[src/rtl/fetch_pkg.sv]
// fetch_pkg: shared constants and buffer entry type for the fetch stage
package fetch_pkg;
    localparam logic [31:0] PC_RESET     = 32'h0040_0000;
    localparam logic [31:0] PC_INCREMENT = 32'h0000_0004;
    typedef struct packed {
        logic [31:0] inst;
        logic [31:0] pc;
    } fetch_entry_t;
endpackage

[src/rtl/fetch_buffer.sv]
// fetch_buffer: 2-entry instruction queue with synchronous flush
module fetch_buffer
    import fetch_pkg::*;
(
    input  logic         clock,
    input  logic         reset,
    input  logic         flush_i,
    input  logic         push_i,
    input  fetch_entry_t entry_i,
    input  logic         pop_i,
    output fetch_entry_t head_o,
    output logic [1:0]   count_o
);
    fetch_entry_t mem_q [2];
    logic         rd_q, wr_q;
    logic [1:0]   count_q;
    // read/write pointers and occupancy; a flush empties the queue
    always_ff @(posedge clock or posedge reset) begin
        if (reset) begin
            rd_q    <= 1'b0;
            wr_q    <= 1'b0;
            count_q <= 2'd0;
        end else if (flush_i) begin
            rd_q    <= 1'b0;
            wr_q    <= 1'b0;
            count_q <= 2'd0;
        end else begin
            rd_q    <= rd_q ^ pop_i;
            wr_q    <= wr_q ^ push_i;
            count_q <= count_q + {1'b0, push_i} - {1'b0, pop_i};
        end
    end
    // storage needs no reset: a slot is only observed after it is written
    always_ff @(posedge clock) begin
        if (push_i && !flush_i) mem_q[wr_q] <= entry_i;
    end
    assign head_o  = (count_q != 2'd0) ? mem_q[rd_q] : '0;
    assign count_o = count_q;
    // the upstream credit rule must never let a word arrive into a full queue
    assert property (@(posedge clock) disable iff (reset) !(push_i && count_q == 2'd2));
endmodule

[src/rtl/fetch_unit.sv]
// fetch_unit: PC, credit-based ROM issue and redirect handling for fetch
module fetch_unit
    import fetch_pkg::*;
(
    input  logic        clock,
    input  logic        reset,
    input  logic        redirect_valid_in,
    input  logic [31:0] redirect_pc_in,
    output logic        imem_req_out,
    output logic [31:0] imem_addr_out,
    input  logic [31:0] imem_data_in,
    output logic        inst_valid_out,
    input  logic        inst_ready_in,
    output logic [31:0] inst_out,
    output logic [31:0] inst_pc_out,
    output logic [31:0] inst_pc4_out
);
    logic [31:0]  fetch_pc_q, fetch_pc_d, pend_pc_q, pend_pc_d, addr;
    logic         pend_q, pend_d, pend_kill_q, pend_kill_d;
    logic         issue, pop, push, head_valid;
    logic [1:0]   occ;
    logic [2:0]   credit;
    fetch_entry_t head;

    assign head_valid = (occ != 2'd0) & ~redirect_valid_in;
    assign pop        = head_valid & inst_ready_in;
    // slots already claimed after this cycle's pop; below 2 a new word still fits
    assign credit     = {1'b0, occ} + {2'b0, pend_q} - {2'b0, pop};
    assign issue      = redirect_valid_in | (credit < 3'd2);
    assign addr       = redirect_valid_in ? redirect_pc_in : fetch_pc_q;
    assign push       = pend_q & ~pend_kill_q & ~redirect_valid_in;

    // next PC and the tag of the read launched this cycle
    always_comb begin
        fetch_pc_d  = issue ? addr + PC_INCREMENT : fetch_pc_q;
        pend_d      = issue;
        pend_pc_d   = issue ? addr : pend_pc_q;
        pend_kill_d = issue ? 1'b0 : pend_kill_q;
    end

    // PC and outstanding-read state
    always_ff @(posedge clock or posedge reset) begin
        if (reset) begin
            fetch_pc_q  <= PC_RESET;
            pend_q      <= 1'b0;
            pend_pc_q   <= '0;
            pend_kill_q <= 1'b0;
        end else begin
            fetch_pc_q  <= fetch_pc_d;
            pend_q      <= pend_d;
            pend_pc_q   <= pend_pc_d;
            pend_kill_q <= pend_kill_d;
        end
    end

    fetch_buffer u_buf (
        .clock   (clock),
        .reset   (reset),
        .flush_i (redirect_valid_in),
        .push_i  (push),
        .entry_i ('{inst: imem_data_in, pc: pend_pc_q}),
        .pop_i   (pop),
        .head_o  (head),
        .count_o (occ)
    );

    // outputs are forced quiet while reset is held, not just after the next edge
    assign imem_req_out   = issue & ~reset;
    assign imem_addr_out  = reset ? '0 : addr;
    assign inst_valid_out = head_valid & ~reset;
    assign inst_out       = head.inst;
    assign inst_pc_out    = head.pc;
    assign inst_pc4_out   = (occ != 2'd0) ? head.pc + PC_INCREMENT : '0;
endmodule

[config.mk]
export PLATFORM = sky130hd
export DESIGN_NAME = fetch_unit
export DESIGN_NICKNAME = d
export VERILOG_FILES = /design/src/rtl/fetch_pkg.sv /design/src/rtl/fetch_buffer.sv /design/src/rtl/fetch_unit.sv
export SDC_FILE = /design/constraint.sdc
export NUM_CORES = 1
export LEC_CHECK = 0
export BUFFER_PORTS_ARGS = -buffer_cell sky130_fd_sc_hd__buf_2
export CORE_MARGIN = 2
export CORE_UTILIZATION = 40
export DETAILED_ROUTE_END_ITERATION = 16
export PLACE_DENSITY = 0.73
export SYNTH_ARGS = -nofsm -noshare
export SYNTH_HDL_FRONTEND = slang
export SYNTH_HIERARCHICAL = 1
export SYNTH_SLANG_ARGS = --single-unit
[constraint.sdc]
create_clock -name clock -period 8.5 [get_ports clock]
set_clock_uncertainty 0.1 [all_clocks]
set_input_delay 1.275 -clock clock [delete_from_list [all_inputs] [get_ports clock]]
set_output_delay 1.275 -clock clock [all_outputs]
set_load 0.1 [all_outputs]
==> flow_summary.yaml, run 1 <==
status:
  status: "finished, final reports clean"
die:
  ios: 198
  placementRows: 57
  die-area_um2: 25940
  initial_core_util: 0.4069
  die_h_um: 161.1
  die_x_um: 161.1
  core_region_area_um2: 24250
clock_network:
  clkSlewWorstSetupHoldPaths_ns: 0.07
  root_buffer: "clkbuf_16"
  cts_resized: 0
  clock-sinks: 195
  cts_buffer_depth: 2
  clk_latency_ns: 0.43
  cts_hold_buf: 0
  cts_setup_buffers: 0
  htree_levels: 4
  tritoncts: "yes"
  cts_made_buffers: 17
route:
  firstDrtPassIters: 5
  drt-total-wl_um: 22850
  vias: 7045
  drtIter0Drc: 584
  drcViolationCount: 0
  wl_per_cell_um: 16.52
  vias_per_cell: 5.094
  drtAntennaViolNets: 0
synth:
  synth_enable_flop_cells: 128
  ys_seq_elements: 195
  ys_seq_area_frac: 0.5596
  mappedNetlistArea_um2: 9867
  synthCells: 864
  syn-num-nets: 938
  synth_top_area_cell: "edfxtp_1"
  syn_area_per_cell_um2: 11.42
  synth_warnings: 6
  synth_cell_types: 63
  synth-async-reset-ratio: 0.3436
  yosys-top-cells-area: "edfxtp_1 (39%), dfrtp_1 (17%), mux2i_1 (11%)"
  synthFlopType: "edfxtp_1"
  synth_top_area_share: 0.3896
cells_and_area:
  layout.nets: 1120
  fillers: 2240
  register_area_um2: 5525
  diodes: 0
  multi_input_area_um2: 4039
  drive_gt1_frac: 0.2521
  syn2layout_area_growth_pct: 18.78
  fin_util: 0.4833
setup_path:
  critPathCaptureType: "primary output"
  crit_start: "u_buf/rd_q"
  r2r-start: "u_buf/count_o[1]"
  start_kind: "register"
  critPathKind: "register to primary output"
  required_ns: 7.12
  critPathMaxStageDelay_ns: 0.83
  crit_arrival_ns: 4.08
  crit_family: "simple AND/OR/NAND/NOR gates"
  cp_max_fo: 35
  cp_cell_sequence: "mux2i_1, nor2_1, and4_1, nand4_1, nor4_1, nand4_1, xor2_1, nor2_1, buf_2"
  worst-path-buf-inv: 1
  crit_path_top_delay_cell: "dfrtp_4"
grt:
  grt_pass1_wl_um: 35980
  antenna_found_initial: 0
  grt_max_degree: 97
  grt_pass1_vias: 6617
  track_usage: 0.1758
  gr-total-overflow: 0
sta:
  setup-tns-final_ns: 0
  finalCritPeriodShare: 0.6422
  slew_viol_final: 0
  slew_headroom: 0.3683
  worst_slew_pin_slew_ns: 0.9476
  fmax_mhz: 183.2
  finalHoldViolCount: 0
  rsz0062_at_grt: "false"
  finalCriticalPeriod_ns: 5.459
  setup_viol_count_final: 0
min_path:
  hp-class: "register to register"
  worstHoldStart: "pend_pc_q[24]"
placement:
  place_congestion: 0.8220
  io_buffers: 197
  dp_hpwl_um: 15870
flow_run:
  maxCapViolations: 0
## cell families (layout without fill, tap and decap cells)
kind of cell	count (synthesis)	in the layout	share of synthesized area
simple gates	331	331	0.1648
flops	195	195	0.5596
mux	112	112	0.1143
compound gates	89	89	0.05313
xor+xnor	74	74	0.06708
buf+inv	57	252	0.03272
fa+ha+maj	6	6	0.008369
## routing by layer
layer | share of wire | wire length (um) | vias to the layer above | global-route usage
li1 | - | - | 3437 | -
met1 | 0.47 | 10740 | 3357 | 0.2479
met2 | 0.45 | 10390 | 235 | 0.2774
met3 | 0.066 | 1505 | 16 | 0.04160
met4 | 0.0089 | 204 | 0 | 0.03977
met5 | 0 | 0 | - | 0
## Yosys cell counts, drive strengths merged (4+ instances only)
cell	number
buf	24
nor2b	7
edfxtp	128
and3	7
mux2i	110
and2	4
nor4b	4
nand3b	8
ha	5
dfrtp	66
clkbuf	19
nand3	28
xnor2	41
o21ai	30
nand4	11
nor3	14
nor2	144
inv	14
nor3b	4
nand2	69
nand2b	9
xor2	32
a21oi	41
and4	4
nor4	9
## registers in the layout, summed over array words and instances, names as in the netlist
name           cells
u_buf/mem_q      128
pend_pc_q         30
pend_q             1
u_buf/wr_q         1
fetch_pc_q        32
u_buf/rd_q         1
u_buf/count_o      2
## stage by stage
| step | std cells | worst slack [ns] | cell area (um^2) | hold slack, ns |
|---|---|---|---|---|
| 2_1_floorplan | 864 | 0.9077 | 9867 | 0.3371 |
| 3_3_place_gp | 1351 | 3.133 | 11080 | 0.3459 |
| 3_5_place_dp | 1351 | 3.078 | 11080 | 0.3639 |
| 4_1_cts | 1383 | 2.966 | 11720 | 0.3791 |
| 5_1_grt | 1383 | 2.647 | 11720 | 0.4014 |
| 6_report | 1383 | 3.041 | 11720 | 0.3773 |
## worst register-to-register path, cell delays in order, from the launching register on
cell      delay [ns]
dfrtp_1         0.48
nor2_2          0.08
nor3b_1         0.41
ha_1            0.31
nor2b_1         0.14
fa_1            0.46
or2_2           0.63
nor4b_2         0.42
xnor2_1         0.15
o221ai_1        0.13
## placed cells by master, fill, tap and decap left out, types with 10 or more instances in the layout
cell type and count:
o21ai_0 29, a21oi_1 39, xor2_1 32, buf_2 196, nor2_1 141, nor3_1 14
edfxtp_1 128, dfrtp_1 65, mux2i_1 109, xnor2_1 41, clkbuf_16 17, inv_1 12
nand3_1 27, buf_4 10, nand2_1 69
## worst paths after layout
| kind | end | slack [ns] | depth (start not counted) |
|---|---|---|---|
| min in group asynchronous | u_buf/wr_q | 1.00 | 2 |
| max reg2reg | fetch_pc_q[26] | 5.03 | 9 |
| max in group asynchronous | pend_pc_q[24] | 6.37 | 3 |
| min | u_buf/mem_q[0][24] | 0.38 | 0 |
| min reg2reg | u_buf/mem_q[0][24] | 0.38 | 0 |
| max | inst_pc4_out[27] | 3.04 | 9 |
## layout make-up
class                           count  area share
Sequential cell                   195      0.4714
Multi-Input combinational cell    612      0.3446
Timing Repair Buffer              206     0.09010
Inverter                           14    0.004484
Tap cell                          324     0.03459
Clock inverter                     15     0.01847
Clock buffer                       17     0.03630
Power of run 1 is not shown: default switching activity piles up to over one toggle a cycle in this logic, so the estimate is an artifact.
==> run 2: changes to the inputs <==
PLACE_DENSITY = 0.75   (was 0.73)
clock period = 4.55 ns   (was 8.5 ns; I/O delays follow)
==> flow_summary.yaml, run 2 (same netlist as run 1, synthesis figures left out) <==
cells_and_area:
  syn2layout_area_growth_pct: 22.14
  largestRegisters: "u_buf/mem_q: 128 flops, fetch_pc_q: 32 flops, pend_pc_q: 30 flops"
  final_common_cell: "buf_2"
  register_area_um2: 5525
  layout.nets: 1123
  layoutNonFillerInstCount: 1386
  largest_reg_flops: 128
  top_register: "u_buf/mem_q"
  drive_gt1_frac: 0.2881
  diodes: 0
  layout_common_cells: "buf_2 (189), edfxtp_1 (128), mux2i_1 (109)"
  fillers: 2196
  multi_input_area_um2: 4243
die:
  core_region_area_um2: 24250
  ios: 198
  die_h_um: 161.1
  die-area_um2: 25940
  die_x_um: 161.1
  initial_core_util: 0.4069
  placementRows: 57
clock_network:
  clock-sinks: 195
  cts_resized: 0
  tritoncts: "yes"
  cts_made_buffers: 17
  htree_levels: 4
  cts_buffer_depth: 2
  cts_hold_buf: 0
  clkSlewWorstSetupHoldPaths_ns: 0.08
  root_buffer: "clkbuf_16"
  clk_latency_ns: 0.43
  cts_setup_buffers: 0
status:
  status: "finished, final reports clean"
placement:
  dpl.cell_count: 1354
  dp_hpwl_um: 16730
  io_buffers: 197
  place_congestion: 0.8113
route:
  drtAntennaViolNets: 0
  drtIter0Drc: 551
  vias_per_cell: 5.038
  drcViolationCount: 0
  drt-total-wl_um: 23220
  vias: 6983
  wl_per_cell_um: 16.76
  firstDrtPassIters: 4
flow_run:
  maxCapViolations: 0
min_path:
  hp-class: "input pin to register"
sta:
  worst_slew_pin_slew_ns: 0.9170
  slew_headroom: 0.3880
  finalCritPeriodShare: 0.9391
  setup_viol_count_final: 0
  finalCriticalPeriod_ns: 4.273
  finalHoldViolCount: 0
  fmax_mhz: 234.0
  setup-tns-final_ns: 0
  rsz0062_at_grt: "false"
  slew_viol_final: 0
setup_path:
  start_kind: "register"
  required_ns: 3.77
  critPathCaptureType: "primary output"
  critPathKind: "register to primary output"
  cp_max_fo: 27
  crit_arrival_ns: 3.49
grt:
  grt_max_degree: 96
  track_usage: 0.1804
  gr-total-overflow: 0
  grt_pass1_wl_um: 37030
  grt_pass1_vias: 6797
  antenna_found_initial: 1
run 2: changes by cell type in the layout (fill, tap and decap cells not counted), sizes merged:
| cell | change |
|---|---|
| buf | +3 |
| bufinv | -2 |
| clkinv | +2 |
| clkinvlp | -2 |
| inv | +2 |
run 2: worst max-delay path, cell delays in order, from the launching register on:
cell	delay (ns)
dfrtp_4	0.74
buf_4	0.37
mux2i_1	0.16
nor2_4	0.14
nand3_1	0.16
or4_1	0.70
nor2_1	0.17
xnor2_1	0.09
nor2_2	0.09
buf_2	0.43
run 2: worst paths after layout:
kind	start	slack, ns	endpoint	cells past startpoint
max	u_buf/rd_q	0.28	inst_pc4_out[28]	9
min	imem_data_in[5]	0.34	u_buf/mem_q[1][37]	1
max reg2reg	u_buf/count_o[1]	1.25	fetch_pc_q[20]	9
min reg2reg	fetch_pc_q[0]	0.37	u_buf/mem_q[1][0]	0
max in group asynchronous	reset	3.01	pend_pc_q[23]	3
min in group asynchronous	reset	0.46	u_buf/count_o[1]	2
run 2: per-layer routing:
| layer | up-vias | GRT usage | wire [um] |
|---|---|---|---|
| met3 | 18 | 0.04340 | 1390 |
| met2 | 183 | 0.2811 | 10580 |
| li1 | 3442 | - | - |
| met1 | 3338 | 0.2540 | 10950 |
| met5 | - | 0 | 11 |
| met4 | 2 | 0.04830 | 288 |
run 2: cell type report:
type,count,share of cell area
Sequential cell,195,0.4585
Inverter,14,0.004360
Multi-Input combinational cell,612,0.3521
Clock inverter,15,0.01381
Clock buffer,17,0.03530
Tap cell,324,0.03364
Timing Repair Buffer,209,0.1024
run 2: per-stage QoR:
stage                       util  area (um^2)  hold WS, ns  setup WS [ns]
after floorplan                -        10070       0.3371      0.0009805
after global placement    0.4726        11460       0.3558         0.7385
after detailed placement  0.4726        11460       0.3638         0.6879
after CTS                 0.4970        12050       0.3274         0.2251
after global routing      0.4970        12050       0.3196        0.01652
final                     0.4970        12050       0.3391         0.2770
Power of run 2 is left out for the same reason.
==> run 3: changes to the inputs <==
BUFFER_PORTS_ARGS = not set   (was -buffer_cell sky130_fd_sc_hd__buf_2)
CORE_MARGIN = 3   (was 2)
DONT_BUFFER_PORTS = 1   (was not set)
PLACE_DENSITY = 0.68   (was 0.75)
==> flow_summary.yaml, run 3 (same netlist as run 1, synthesis figures left out) <==
setup_path:
  critPathCaptureType: "primary output"
  crit_arrival_ns: 3.52
  cp_max_fo: 24
  required_ns: 3.77
  critPathKind: "register to primary output"
  reg2reg_slack_ns: 1.23
  start_kind: "register"
min_path:
  hp-class: "input pin to register"
die:
  initial_core_util: 0.4142
  ios: 198
  placementRows: 56
  core_region_area_um2: 23820
  die_x_um: 163.1
  die-area_um2: 26590
  die_h_um: 163.1
cells_and_area:
  fillers: 2122
  largest_reg_flops: 128
  register_area_um2: 5525
  layout.nets: 1032
  largestRegisters: "u_buf/mem_q: 128 flops, fetch_pc_q: 32 flops, pend_pc_q: 30 flops"
  final_common_cell: "edfxtp_1"
  multi_input_area_um2: 4504
  top_register: "u_buf/mem_q"
  syn2layout_area_growth_pct: 23.47
  diodes: 0
  layout_common_cells: "edfxtp_1 (128), mux2i_1 (109), buf_4 (97)"
  drive_gt1_frac: 0.3141
grt:
  grt_max_degree: 119
  gr-total-overflow: 0
  track_usage: 0.1788
  grt_pass1_vias: 6518
  antenna_found_initial: 0
  grt_pass1_wl_um: 37000
placement:
  place_congestion: 0.8258
  io_buffers: 0
  dp_hpwl_um: 17100
route:
  drtIter0Drc: 389
  firstDrtPassIters: 4
  vias: 6676
  drtAntennaViolNets: 0
  vias_per_cell: 5.175
  drt-total-wl_um: 23600
  wl_per_cell_um: 18.29
  drcViolationCount: 0
clock_network:
  tritoncts: "yes"
  cts_setup_buffers: 0
  clkSlewWorstSetupHoldPaths_ns: 0.07
  clk_latency_ns: 0.43
  cts_made_buffers: 17
  root_buffer: "clkbuf_16"
  cts_buffer_depth: 2
  clock-sinks: 195
  htree_levels: 4
flow_run:
  maxCapViolations: 0
sta:
  finalCriticalPeriod_ns: 4.307
  slew_viol_final: 0
  setup-tns-final_ns: 0
  worst_slew_pin_slew_ns: 1.258
  finalHoldViolCount: 0
  finalCritPeriodShare: 0.9466
  slew_headroom: 0.1622
  setup_viol_count_final: 0
  fmax_mhz: 232.2
  rsz0062_at_grt: "false"
status:
  status: "finished, final reports clean"
[run 3: path summary, 6_finish.rpt]
| kind | startpoint | end | cells after the start |
|---|---|---|---|
| worst max-delay path | u_buf/count_o[1] | inst_pc4_out[30] | 9 |
| worst min-delay path | imem_data_in[23] | u_buf/mem_q[1][55] | 0 |
| worst max register to register | u_buf/count_o[1] | fetch_pc_q[20] | 9 |
| worst min register to register | pend_pc_q[23] | u_buf/mem_q[0][23] | 0 |
| max in group asynchronous | reset | pend_pc_q[28] | 2 |
| min in group asynchronous | reset | fetch_pc_q[5] | 2 |
[run 3: critical path, cell delays in order, from the launching register on]
cell and delay (ns):
dfrtp_1 0.48, nor2_4 0.97, buf_4 0.36, nor2_4 0.05, and4_1 0.21, nand2_1 0.12
or4_1 0.27, o21ai_0 0.14, a21oi_2 0.27, buf_12 0.20
[run 3: layout make-up]
class	count	area share
Sequential cell	195	0.4535
Clock buffer	17	0.03492
Timing Repair Buffer	118	0.09407
Clock inverter	15	0.01068
Multi-Input combinational cell	612	0.3697
Tap cell	319	0.03276
Inverter	14	0.004313
[run 3: stage by stage]
step / setup WS [ns] / utilization / area [um^2] / std cells / hold WS (ns)
floorplan: 0.0009805 / - / 10070 / 864 / 0.3371
global placement: 0.5912 / 0.4874 / 11610 / 1257 / 0.3555
detailed placement: 0.5822 / 0.4874 / 11610 / 1257 / 0.3662
CTS: 0.09865 / 0.5112 / 12180 / 1290 / 0.2139
global route: 0.003707 / 0.5114 / 12180 / 1290 / 0.2083
finish: 0.2428 / 0.5114 / 12180 / 1290 / 0.2497
[run 3: what timing repair did]
action	CTS	global route
setup endpoints to repair	0	1
hold buffers	1	0
resized for setup	0	1
endpoints found under the hold margin	4	0
[run 3: metal layers]
layer  part of all wire  vias up  GRT usage
met5                  0        -          0
met2               0.45      189     0.2762
met4              0.013        0    0.04652
met1               0.45     3225     0.2467
li1                   -     3243          -
met3              0.088       19    0.05529
Power of run 3 is left out for the same reason.
